`src/rtl/keyboard_pkg.sv`:
```
// rtl/keyboard_pkg.sv - shared constants and key indexing for the keypad scanner
// Purpose: matrix geometry, default timing parameters and the (col,row) -> key index map.
// Ports: none (package).
package keyboard_pkg;

  localparam int NUM_ROWS = 4;
  localparam int NUM_COLS = 4;
  localparam int NUM_KEYS = NUM_ROWS * NUM_COLS;

  localparam int DEFAULT_SCAN_DIV     = 50000;
  localparam int DEFAULT_DEBOUNCE_CNT = 20;

  function automatic int key_idx(input int col, input int row);
    return col * NUM_ROWS + row;
  endfunction

endpackage

```
`src/rtl/key_debounce.sv`:
```
// rtl/key_debounce.sv - per-key frame-based debounce with press-edge pulse
// Purpose: tracks one key's debounced level; a level change needs DEBOUNCE_CNT
//          consecutive frames of a disagreeing raw sample.
// Ports:
//   clk, rstn    clock, asynchronous active-low reset
//   frame_done   one-cycle strobe after a full matrix scan
//   raw_bit      this key's latest raw sample (1 = pressed)
//   state_bit    debounced level (1 = held)
//   press_pulse  one-cycle pulse coinciding with the first cycle state_bit reads 1
module key_debounce
  import keyboard_pkg::*;
#(
  parameter int DEBOUNCE_CNT = DEFAULT_DEBOUNCE_CNT
) (
  input  logic clk,
  input  logic rstn,
  input  logic frame_done,
  input  logic raw_bit,
  output logic state_bit,
  output logic press_pulse
);

  localparam int CW = $clog2(DEBOUNCE_CNT + 1);
  localparam logic [CW-1:0] CNT_LAST = CW'(DEBOUNCE_CNT - 1);

  logic [CW-1:0] cnt;

  always_ff @(posedge clk or negedge rstn) begin
    if (!rstn) begin
      cnt         <= '0;
      state_bit   <= 1'b0;
      press_pulse <= 1'b0;
    end else begin
      press_pulse <= 1'b0;
      if (frame_done) begin
        if (raw_bit == state_bit) begin
          // Agreement (including a bounce back) discards any partial count.
          cnt <= '0;
        end else if (cnt == CNT_LAST) begin
          state_bit   <= raw_bit;
          cnt         <= '0;
          // Registered alongside the state so the pulse lines up with the rise.
          press_pulse <= raw_bit;
        end else begin
          cnt <= cnt + 1'b1;
        end
      end
    end
  end

endmodule

```
`src/rtl/keyboard_scan.sv`:
```
// rtl/keyboard_scan.sv - 4x4 matrix keypad scanner with per-key debounce
// Purpose: drives one column low at a time, samples rows via a 2-FF synchronizer
//          at the end of each column period, and debounces all 16 keys per frame.
// Ports:
//   clk, rstn   clock, asynchronous active-low reset
//   row_in      keypad rows, pulled up; 0 = pressed key in the driven column
//   col_out     active-low column drive, exactly one bit low
//   key_pluse   one-cycle press pulses, index = col*4 + row
//   key_state   debounced key levels, 1 = held
module keyboard_scan
  import keyboard_pkg::*;
#(
  parameter int SCAN_DIV     = DEFAULT_SCAN_DIV,
  parameter int DEBOUNCE_CNT = DEFAULT_DEBOUNCE_CNT
) (
  input  logic                clk,
  input  logic                rstn,
  input  logic [NUM_ROWS-1:0] row_in,
  output logic [NUM_COLS-1:0] col_out,
  output logic [NUM_KEYS-1:0] key_pluse,
  output logic [NUM_KEYS-1:0] key_state
);

  localparam int PW = $clog2(SCAN_DIV);
  localparam logic [PW-1:0] PRE_LAST = PW'(SCAN_DIV - 1);

  logic [PW-1:0]       prescaler;
  logic                tick;
  logic [1:0]          col_idx;
  logic [1:0]          col_next;
  logic [NUM_ROWS-1:0] row_meta;
  logic [NUM_ROWS-1:0] row_sync;
  logic [NUM_KEYS-1:0] raw;
  logic                frame_done;

  assign tick     = (prescaler == PRE_LAST);
  assign col_next = col_idx + 2'd1;

  always_ff @(posedge clk or negedge rstn) begin
    if (!rstn) begin
      prescaler <= '0;
      col_idx   <= 2'd0;
      col_out   <= 4'b1110;
    end else begin
      prescaler <= tick ? '0 : prescaler + 1'b1;
      if (tick) begin
        col_idx <= col_next;
        col_out <= ~(4'b0001 << col_next);
      end
    end
  end

  always_ff @(posedge clk or negedge rstn) begin
    if (!rstn) begin
      row_meta <= '1;
      row_sync <= '1;
    end else begin
      row_meta <= row_in;
      row_sync <= row_meta;
    end
  end

  // Sampling on the last cycle of a column period leaves the rows the whole
  // period (minus synchronizer latency) to settle after the column switch.
  always_ff @(posedge clk or negedge rstn) begin
    if (!rstn) begin
      raw        <= '0;
      frame_done <= 1'b0;
    end else begin
      frame_done <= tick && (col_idx == 2'd3);
      for (int c = 0; c < NUM_COLS; c++) begin
        for (int r = 0; r < NUM_ROWS; r++) begin
          if (tick && (col_idx == 2'(c))) begin
            raw[key_idx(c, r)] <= ~row_sync[r];
          end
        end
      end
    end
  end

  for (genvar k = 0; k < NUM_KEYS; k++) begin : g_key
    key_debounce #(
      .DEBOUNCE_CNT(DEBOUNCE_CNT)
    ) u_debounce (
      .clk        (clk),
      .rstn       (rstn),
      .frame_done (frame_done),
      .raw_bit    (raw[k]),
      .state_bit  (key_state[k]),
      .press_pulse(key_pluse[k])
    );
  end

endmodule

```
`config.mk`:
```
export PLATFORM = sky130hd
export DESIGN_NAME = keyboard_scan
export DESIGN_NICKNAME = d
export VERILOG_FILES = /design/src/rtl/keyboard_pkg.sv /design/src/rtl/key_debounce.sv /design/src/rtl/keyboard_scan.sv
export SDC_FILE = /design/constraint.sdc
export NUM_CORES = 1
export LEC_CHECK = 0
export ABC_AREA = 1
export BUFFER_PORTS_ARGS = -buffer_cell sky130_fd_sc_hd__buf_2
export CAP_MARGIN = 40
export CORE_ASPECT_RATIO = 1.5
export CORE_MARGIN = 4
export CORE_UTILIZATION = 53
export CTS_CLUSTER_SIZE = 24
export DETAILED_ROUTE_END_ITERATION = 10
export PLACE_DENSITY = 0.71
export SETUP_SLACK_MARGIN = 0.4
export SLEW_MARGIN = 20
export SYNTH_ARGS = -nofsm -noshare
export SYNTH_HDL_FRONTEND = slang
export SYNTH_HIERARCHICAL = 1
export SYNTH_SLANG_ARGS = --single-unit
```
`constraint.sdc`:
```
create_clock -name clk -period 2.2 [get_ports clk]
set_clock_uncertainty 0.15 [all_clocks]
set_input_delay 0.22 -clock clk [delete_from_list [all_inputs] [get_ports clk]]
set_output_delay 0.22 -clock clk [all_outputs]
set_load 0.02 [all_outputs]
```
Yosys cells after proc, flatten, opt, wreduce, memory -nomap -nowiden:

Index checks and enable logic that the tools add are counted.

* output and inout bits: 36
* memories: 0
* word-level logic and storage cells: 236
* register bits after elaboration: 159
* bits in read-only memories: 0
* input bits: 6
* memory bits (writable): 0
* bits in latches: 0

* mux-type cells: 81
* add/sub/neg operators: 18
* shift-type cells: 1
* divide/modulo/power cells: 0
* reduce and logical (&&, ||, !) cells: 21
* $mul: 0
* bitwise gates (word level): 21
* eq/ne operators: 36
* $lt $le $gt $ge: 0

Operators with widths (count)
* 5-bit 2-to-1 mux: 32
* 5-bit by 1-bit adder with 5-bit output (second input constant): 16
* 5-bit equality test (second input constant): 16
* 1-bit 2-to-1 mux: 48
* 3-bit AND reduction: 16
* 1-bit inverter: 20
* 16-bit by 1-bit adder with 16-bit output (second input constant): 1
* 1-bit equality test: 16
* 16-bit equality test (second input constant): 1
* 16-bit 2-to-1 mux: 1
* 2-bit equality test (second input constant): 2
* 1-bit logical AND: 4
* 4-bit inverter: 1
* 1-bit by 2-bit << shifter with 4-bit output (first input constant): 1
* 2-bit by 1-bit adder with 2-bit output (second input constant): 1
* 2-bit by 1-bit equality test with 1-bit output (second input constant): 1
* 2-bit logical NOT: 1

Longest topological paths before layout:

Gate-level depths: netlist of run 1.

* word-level depth: 4
* mapped depth: 8
* gate-level depth less buffers: 8

By module:

Netlist of run 1, hierarchy kept.

By module, submodules not included
* key_debounce: cells an instance 54, sequential area each 175.2 um2, times used 16, area each 422.9 um2
* keyboard_scan: cells an instance 243, sequential area each 1189.9 um2, times used 1, area each 2218.4 um2

Worst setup path after synthesis of run 1:

OpenSTA, ideal clock, no wires.

* path type: flip-flop to flip-flop
* start: register frame_done
* end: register g_key[0].u_debounce.state_bit
* arrival: 1.945 ns
* buffers on the path: 0
* period minus slack after synthesis: 2.221 ns
* required time: 1.925 ns
* cell stages (with the launch flop): 6
* setup time: 0.125 ns
* path slack: -0.021 ns
* cells stage by stage: dfrtp_1 > inv_2 > a21oi_1 > nand3_1 > nand2_1 > nand2_1

* cells in the longest elaborated chain, start to end: 1

RTL lines
* from (decl): line keyboard_scan.sv:34 `logic frame_done;`
* from (signal assigned): line keyboard_scan.sv:70 `frame_done <= tick && (col_idx == 2'd3);`
* 3-bit AND reduction (no source line)
* to (signal assigned): line key_debounce.sv:40 `state_bit <= raw_bit;`
* to (decl): line key_debounce.sv:19 `output logic state_bit,`

Every way passes these cells.
A chain may end at the register's enable or synchronous reset.

Final worst setup path of run 1:

* start: register prescaler[0]
* end: register raw[13]

* cells in the longest elaborated chain, start to end: 2

RTL lines
* from (decl): line keyboard_scan.sv:27 `logic [PW-1:0] prescaler;`
* from (signal assigned): line keyboard_scan.sv:45 `prescaler <= tick ? '0 : prescaler + 1'b1;`
* 16-bit equality test: line keyboard_scan.sv:36 `assign tick = (prescaler == PRE_LAST);`
* 1-bit logical AND: line keyboard_scan.sv:73 `if (tick && (col_idx == 2'(c))) begin`
* to (signal, indexed assignment): line keyboard_scan.sv:74 `raw[key_idx(c, r)] <= ~row_sync[r];`
* to (decl): line keyboard_scan.sv:33 `logic [NUM_KEYS-1:0] raw;`

Every way passes these cells.

==> impl_results.md, run 1 <==
- Syn Std Cell Area: 8980 sq um
- Routed WL per cell: roughly 12 um
- Die W: 114 um
- Delay of the slowest critical-path stage: around 0.37 ns
- FF-to-FF path depth: 7
- Post-synth ARST share: 1.00
- Leak pwr: ~5.4 nW
- Max-cap viol count: 0
- Nets@finish: 1190
- Placed Cells: 1346
- Drc violations: 0
- Final WL: 16300 um
- Vias post-DR: 6872
- Power Internal: approximately 0.005 W
- EDFF count, synth: 0
- Cell accounting for the most synthesized area: dfrtp_1
- GPL Wtd Cong: 0.839
- Clock power share: 0.516
- # rows: just under 60
- CTS H-Tree Depth: 4
- Total power density per cell area: about 620 nW/um^2
- Clk slew on worst S/H paths: 0.06 ns
- GR Layer Usage met2: 0.325
- Critical path startpoint category: flop
- Status: completed
- Yosys warns: 6
- Total CTS buffers: 17
- Most used cell along the critical path: nand2_1
- Critical path capture point type: flop
- CP Depth: 7
- # setup viols final: 0
- Final Max Tran Viols: 0
- Maximum fanout along the worst path: 10
- Top Ports: 42
- First-pass DRT Iterations: 4
- Vias per cell: 4.97
- Crit path time final: 1.65 ns
- Final Worst Setup Slack: 0.547 ns
- Setup TNS: 0 ns
- HP Class: input pin to asynchronous set/reset pin
- CP top delay family: simple AND/OR/NAND/NOR gates
- Met3 Use GR: 0.0365
- FF-to-FF setup slack: ~0.55 ns
- Die area: 19100 sq um
- Critical Path RT: 2.36 ns
- Final hold viol count: 0
- Layout Cells excl Fill: 1384
- DP Worst Slack: 0.321 ns
- Netlist cell types: 29
- Reg2reg end: raw[13]
- Critical Path AT: 1.81 ns
- Comb power frac: 0.014
- Slowest cell on crit path: dfrtp_1
- Reg power frac: 0.470
- First-pass GRT wire length: 29100 um
- RSZ-0062 raised after global routing: false
- Core Footprint: approximately 17000 sq um
- Crit Path Category: flop to flop
- Largest net degree at the start of global routing: 52
- #FFs+latches synth: 159
- GRT Residual Overflow: 0
- Syn_nets: between 1000 and 1500
- Count of port buffers added during placement: between 40 and 50
- Max clock buf depth: 2
- Worst setup path startpoint: prescaler[0]
- Sw frac: 0.197
- RR Startpoint: prescaler[0]
- Gr usage total: 0.184
- Synth top area cells: dfrtp_1 (41%), nand2_1 (17%), nand4_1 (4.7%)
- Die Height: 167 um
- Area Growth Syn to Fin: 11.8%
- Starting Density: 0.538
- VDD IR max: approximately 0.49 mV
- Initial antenna violation count: 0
- CTS tree: built
- Yosys top cell area share: 0.412
- Final ANT Viol Nets: 0
- Max-slew headroom at the worst pin: 0.668
- Sequential share of the synthesized area: 0.444
- Storage element area: ~4000 sq um
- CP endpoint: raw[13]
- Most Used Layer, Global Route: met2
- Worst skew pair latency: 0.42 ns
- Met1 Use GR: 0.219
- Max Clock Freq: 605 MHz
- Top FF cell, synth: dfrtp_1
- Mapped Avg Cell Area: around 8.1 sq um
- # diodes: 0
- Worst Path Buf+Inv: 1
- Vias in the first global route: 6607
- Share of post-route cells with drive strength above 1: 0.213
- Final HPWL DP: between 10000 and 15000 um
- NetSw: 0.00123 W
- Filler instances: 1505
- DRT iter0 DRCs: 297
- CP Cell Sequence: ha_1 -> nand3_2 -> nor2_4 -> buf_4 -> nand3_4 -> nand2_1 -> nand2_1
- Post-synthesis cell count: 1107
- Multi-input logic area: 4070 sq um
- Worst Tran Pin Value: 0.498 ns
- Clock sinks: 159
- Final cycle utilization of the critical path: 0.751
- CTS root buf: clkbuf_16
==> synthesized netlist by cell type (6+ instances only) <==
cell type and n:
nand3_2 17, dfrtp_1 148, xor2_1 22, nand2_1 408, nand2_2 35, inv_2 33, ha_1 23, dfstp_2 11
nor2_1 22, a21oi_1 17, inv_1 110, nand4_1 67, o21ai_0 6, inv_4 16, nor2_4 35, nand3_1 75
buf_6 17, clkinv_1 16, nand2_4 16
==> state kept, by name, summed over array words and instances, names as in the netlist <==
name,count
frame_done,1
raw,16
g_key.u_debounce/state_bit,16
row_sync,4
g_key.u_debounce/press_pulse,16
col_out,4
col_idx,2
g_key.u_debounce/cnt,80
prescaler,16
row_meta,4
==> cells by family after synthesis <==
family | after synthesis | share of synthesized area
flops | 159 | 0.444
buf+inv | 196 | 0.102
fa+ha+maj | 23 | 0.0320
compound gates | 24 | 0.0136
xor+xnor | 23 | 0.0224
simple gates | 682 | 0.385
==> routing by layer <==
| layer | up-vias | part of all wire |
|---|---|---|
| met5 | - | 0 |
| li1 | 3569 | - |
| met1 | 3212 | 0.42 |
| met3 | 18 | 0.028 |
| met2 | 73 | 0.53 |
| met4 | 0 | 0.018 |
==> power by group through the flow <==
stage	sequential, W	clock, W	combinational [W]
2_1_floorplan	0.00299	0	0.00000340
3_3_place_gp	0.00299	0	0.0000829
3_5_place_dp	0.00299	0	0.0000834
4_1_cts	0.00294	0.00332	0.0000906
5_1_grt	0.00294	0.00343	0.000101
6_report	0.00294	0.00323	0.0000845
==> layout by cell type (no fill, tap or decap), types with 2 or more instances in the layout <==
cell	count
inv_4	16
buf_6	2
nor2_1	22
dlygate4sd3_1	5
inv_1	110
ha_1	23
nand2_1	408
bufinv_16	5
nand2_2	35
nand4_1	67
nand3_1	75
xor2_1	22
nand3_2	17
clkinv_1	16
clkbuf_16	17
clkinvlp_4	3
buf_4	5
clkbuf_8	2
nor2_4	35
a21oi_1	17
nand3_4	4
dfrtp_1	147
buf_12	3
inv_2	33
buf_2	40
clkinv_2	4
o21ai_0	6
clkbuf_1	2
nand2_4	16
dfstp_2	11
==> repair_timing <==
item | CTS | global route
pin swaps | 1 | 0
hold buffers | 5 | 0
resized for setup | 0 | 1
endpoints found under the setup margin | 8 | 6
hold endpoints to repair | 56 | 0
buffers inserted | 1 | 0
==> worst reg2reg max path, cell delays in order (launching register included) <==
cell	delay (ns)
dfrtp_1	0.37
ha_1	0.21
nand3_2	0.18
nor2_4	0.17
buf_4	0.21
nand3_4	0.11
nand2_1	0.09
nand2_1	0.05
==> worst min path at each step <==
stage / startpoint / end / slack [ns] / depth (start not counted)
2_1_floorplan: rstn / col_idx[0] / -0.23 / 0
3_3_place_gp: rstn / g_key[4].u_debounce/cnt[4] / 0.05 / 1
3_5_place_dp: rstn / g_key[4].u_debounce/cnt[4] / 0.06 / 1
4_1_cts: rstn / g_key[4].u_debounce/cnt[4] / 0.18 / 2
5_1_grt: row_meta[2] / row_sync[2] / 0.21 / 0
6_report: rstn / g_key[4].u_debounce/cnt[4] / 0.17 / 2
==> per-stage QoR <==
| stage | area, sq um | util | hold slack [ns] | total power [W] |
|---|---|---|---|---|
| 5_1_grt | 10000 | 0.602 | 0.208 | 0.00647 |
| 3_5_place_dp | 9340 | 0.560 | 0.0552 | 0.00308 |
| 4_1_cts | 10000 | 0.602 | 0.181 | 0.00635 |
| 2_1_floorplan | 8990 | - | -0.226 | 0.00300 |
| 3_3_place_gp | 9340 | 0.560 | 0.0520 | 0.00308 |
| 6_report | 10000 | 0.602 | 0.169 | 0.00626 |
==> layout make-up <==
cell class / count / share of cell area
clock buffers: 21 / 0.0458
clock inverters: 11 / 0.0187
inverters: 176 / 0.0699
multi-input cells: 752 / 0.405
flip-flops and latches: 159 / 0.397
well taps: 210 / 0.0261
repair buffers: 55 / 0.0369
No activity file was read; power rests on OpenSTA's default activity.
==> run 2, diff against run 1 <==
--- a/config.mk
+++ b/config.mk
@@ -5,7 +5,7 @@
 export SDC_FILE = /design/constraint.sdc
 export NUM_CORES = 1
 export LEC_CHECK = 0
-export ABC_AREA = 1
+export ABC_AREA = 0
 export BUFFER_PORTS_ARGS = -buffer_cell sky130_fd_sc_hd__buf_2
 export CAP_MARGIN = 40
 export CORE_ASPECT_RATIO = 1.5
==> constraint.sdc (replaced) <==
create_clock -name clk -period 1.5 [get_ports clk]
set_clock_uncertainty 0.15 [all_clocks]
set_input_delay 0.15 -clock clk [delete_from_list [all_inputs] [get_ports clk]]
set_output_delay 0.15 -clock clk [all_outputs]
set_load 0.02 [all_outputs]
==> run 2 against run 1 <==
Net effect:
- the run now ends with setup timing left
- via count is 16% higher
- first-iteration DRC count is 130% higher
- combinational power is 44% higher
- sequential share of layout area is 9.8 points lower
- utilization is 26 points higher
- setup slack worse by 0.85 ns
- power is 42% higher
- sequential power is 47% higher
- largest cell class unchanged
==> impl_results.md, run 2 <==
- Starting Density: 0.538 (-0.000590)
- GPL Wtd Cong: 0.848 (+1.1%)
- Violated checks: setup timing
- Critical path startpoint category: flop
- #FFs+latches synth: 159 (unchanged)
- Largest register FFs: 80 (unchanged)
- Critical path capture point type: flop
- Vias per cell: 6.32 (+27%)
- # rows: 56 (-3.4%)
- Final HPWL DP: 13300 um (+15%)
- Filler instances: 616 (-59%)
- Die W: 111 um (-3.1%)
- Critical Path AT: 1.96 ns (+0.15 ns)
- Core Footprint: 15600 sq um (-6.4%)
- RR Startpoint: col_idx[1]
- Vias post-DR: 7957 (+16%)
- Max-slew headroom at the worst pin: 0.714 (+0.0463)
- Netlist cell types: 45 (+55%)
- Worst Tran Pin Value: 0.429 ns (-0.0695 ns)
- Sequential share of the synthesized area: 0.475 (+0.0308)
- Crit Path Category: flop to flop
- Die area: 18000 sq um (-6.1%)
- First-pass DRT Iterations: 5 (+1)
- Maximum fanout along the worst path: 4 (-6)
- Cell with the most instances after synthesis: dfrtp_1
- Status: finished, violations left
- Leak pwr: 5.93 nW (+9.4%)
- # diodes: 0 (unchanged)
- CP Cell Sequence: inv_2 -> ha_4 -> nor4b_4 -> nand4_1 -> nand2_1 -> o21ai_1
- Final cycle utilization of the critical path: 1.20 (+0.448)
- Multi-input logic area: 5340 sq um (+31%)
- Total power density per cell area: 661 nW/um^2 (+6.2%)
- DRT iter0 DRCs: 670 (+130%)
- Crit path time final: 1.80 ns (+0.146 ns)
- Max Clock Freq: 556 MHz (-8.1%)
- Nets@finish: 1073 (-9.8%)
- Gr usage total: 0.298 (+0.114)
- Clock sinks: 159 (unchanged)
- Worst skew pair latency: 0.44 ns (+0.02 ns)
- Pwr Total: 0.00890 W (+42%)
- Die Height: 162 um (-3.1%)
- HP Class: input pin to asynchronous set/reset pin
- EDFF count, synth: 0 (unchanged)
- Storage element area: 4030 sq um (+0.81%)
- Slowest cell on crit path: dfrtp_1
- Cell area after layout: 13500 sq um (+34%)
- Vias in the first global route: 8280 (+25%)
- Worst setup path startpoint: col_idx[1]
- Share of post-route cells with drive strength above 1: 0.576 (+0.363)
- Yosys top cell area share: 0.441 (+0.0286)
- Critical Path RT: 1.66 ns (-0.70 ns)
- Most frequent cells in the layout: buf_4 (150), dfrtp_1 (123), buf_6 (79)
- Register name with the most flops: g_key.u_debounce/cnt
- Total CTS buffers: 17 (unchanged)
- Syn_nets: 792 (-30%)
- Top FF cell, synth: dfrtp_1
- Delay of the slowest critical-path stage: 0.43 ns (+0.06 ns)
- Top post-synthesis cells by count: dfrtp_1 (148), o21ai_0 (68), nand2b_1 (64), inv_1 (52), nand2_1 (44)
- Drc violations: 0 (unchanged)
- Post-synth ARST share: 1.00 (unchanged)
- Syn Std Cell Area: 8400 sq um (-6.5%)
- CTS tree: built
- Most common cell after layout, fill and taps aside: buf_4
- Max clock buf depth: 2 (unchanged)
- Area Growth Syn to Fin: 60.3%
- Count of port buffers added during placement: 41 (unchanged)
- RSZ-0062 raised after global routing: true
- VDD IR max: 0.799 mV (+65%)
- First-pass GRT wire length: 42500 um (+46%)
- Cell accounting for the most synthesized area: dfrtp_1
- CTS root buf: clkbuf_16
- Yosys warns: 6 (unchanged)
- CTS H-Tree Depth: 4 (unchanged)
- Min Hold Slack: 0.133 ns (-0.0365 ns)
- Final Worst Setup Slack: -0.299 ns (-0.846 ns)
- Final WL: 31400 um (+93%)
- Final hold viol count: 0 (unchanged)
- Largest net degree at the start of global routing: 73 (+40%)
- Synth top area cells: dfrtp_1 (44%), nand2b_1 (4.8%), o21ai_0 (4.1%)
- Post-synthesis cell count: 763 (-31%)
- Final ANT Viol Nets: 0 (unchanged)
- Top Ports: 42 (unchanged)
- Clk slew on worst S/H paths: 0.07 ns (about the same)
- Initial antenna violation count: 0 (unchanged)
- Mapped Avg Cell Area: 11.0 sq um (+36%)
- # setup viols final: 90 (+90)
- Post-DP Area: 9780 sq um (+4.8%)
- GRT Residual Overflow: 0 (unchanged)
- Final Max Tran Viols: 0 (unchanged)
- Routed WL per cell: 24.9 um (+110%)
- Max-cap viol count: 0 (unchanged)
-- run 2: cell count changes after synthesis, sizes merged, moves of 17 or more --
cell / change
and4bb: +18
clkinv: -17
inv: -107
nand2: -399
nand2b: +64
nand3: -58
nand4: -57
nor2: -49
o21ai: +63
o31ai: +17
xnor2: +21
-- run 2: metrics by stage --
stage / setup slack [ns] / std cells / setup TNS, ns / util
finish: -0.299 / 1260 / -9.66 / 0.862
global placement: -0.133 / 1090 / -1.97 / 0.626
global route: -0.334 / 1260 / -13.19 / 0.862
floorplan: -0.147 / 763 / -3.05 / -
detailed placement: -0.203 / 1090 / -3.71 / 0.626
CTS: -0.131 / 1230 / -3.34 / 0.799
-- run 2: worst paths after layout --
path	endpoint	slack, ns	cells after the start
worst max-delay path	raw[6]	-0.30	6
worst min-delay path	g_key[4].u_debounce/cnt[2]	0.13	3
worst max register to register	raw[6]	-0.30	6
worst min register to register	row_sync[1]	0.21	0
max in group asynchronous	g_key[7].u_debounce/cnt[3]	0.49	3
min in group clk	row_sync[1]	0.21	0
-- run 2: what timing repair did --
| item | CTS | global route |
|---|---|---|
| buffers inserted | 86 | 28 |
| hold buffers | 6 | 0 |
| pin swaps | 62 | 62 |
| gates resized for setup | 262 | 129 |
| hold endpoints to repair | 163 | 0 |
| endpoints found under the setup margin | 187 | 187 |
| cloned | 16 | 2 |
-- run 2: cell families (layout without fill, tap and decap cells) --
| group | count (synthesis) | after routing | synth area share |
|---|---|---|---|
| AND/OR/NAND/NOR | 261 | 261 | 0.199 |
| AO/OA/AOI/OAI | 185 | 185 | 0.156 |
| flip-flops | 159 | 159 | 0.475 |
| buffers and inverters | 74 | 368 | 0.0460 |
| XOR/XNOR | 45 | 45 | 0.0612 |
| adder cells (fa/ha/maj) | 23 | 23 | 0.0343 |
| multiplexers | 16 | 16 | 0.0286 |
-- run 2: worst max-delay path, delay by kind of cell (launching register included) --
kind / cells / cell delay, ns
simple gates: 3 / 0.69
buf+inv: 1 / 0.11
fa+ha+maj: 1 / 0.17
compound gates: 1 / 0.10
flops: 1 / 0.43
-- run 2: routing by layer --
layer,share of wire,global-route usage,vias to the layer above
met1,0.36,0.321,4031
met3,0.053,0.0481,161
met4,0.064,0.185,0
li1,-,-,3346
met5,0,0,-
met2,0.53,0.543,419
-- run 2: final cells by class --
type	instances	share of cell area
multi-input cells	530	0.396
flip-flops and latches	159	0.299
repair buffers	284	0.228
clock buffers	23	0.0355
well taps	203	0.0189
inverters	52	0.0147
clock inverters	9	0.00799
-- run 2: report_power, final --
part | leakage [nW] | internal, W | switching (W)
clock network | 0.284 | 0.00258 | 0.00187
registers | 2.13 | 0.00431 | 0.0000163
logic | 3.51 | 0.0000293 | 0.0000928
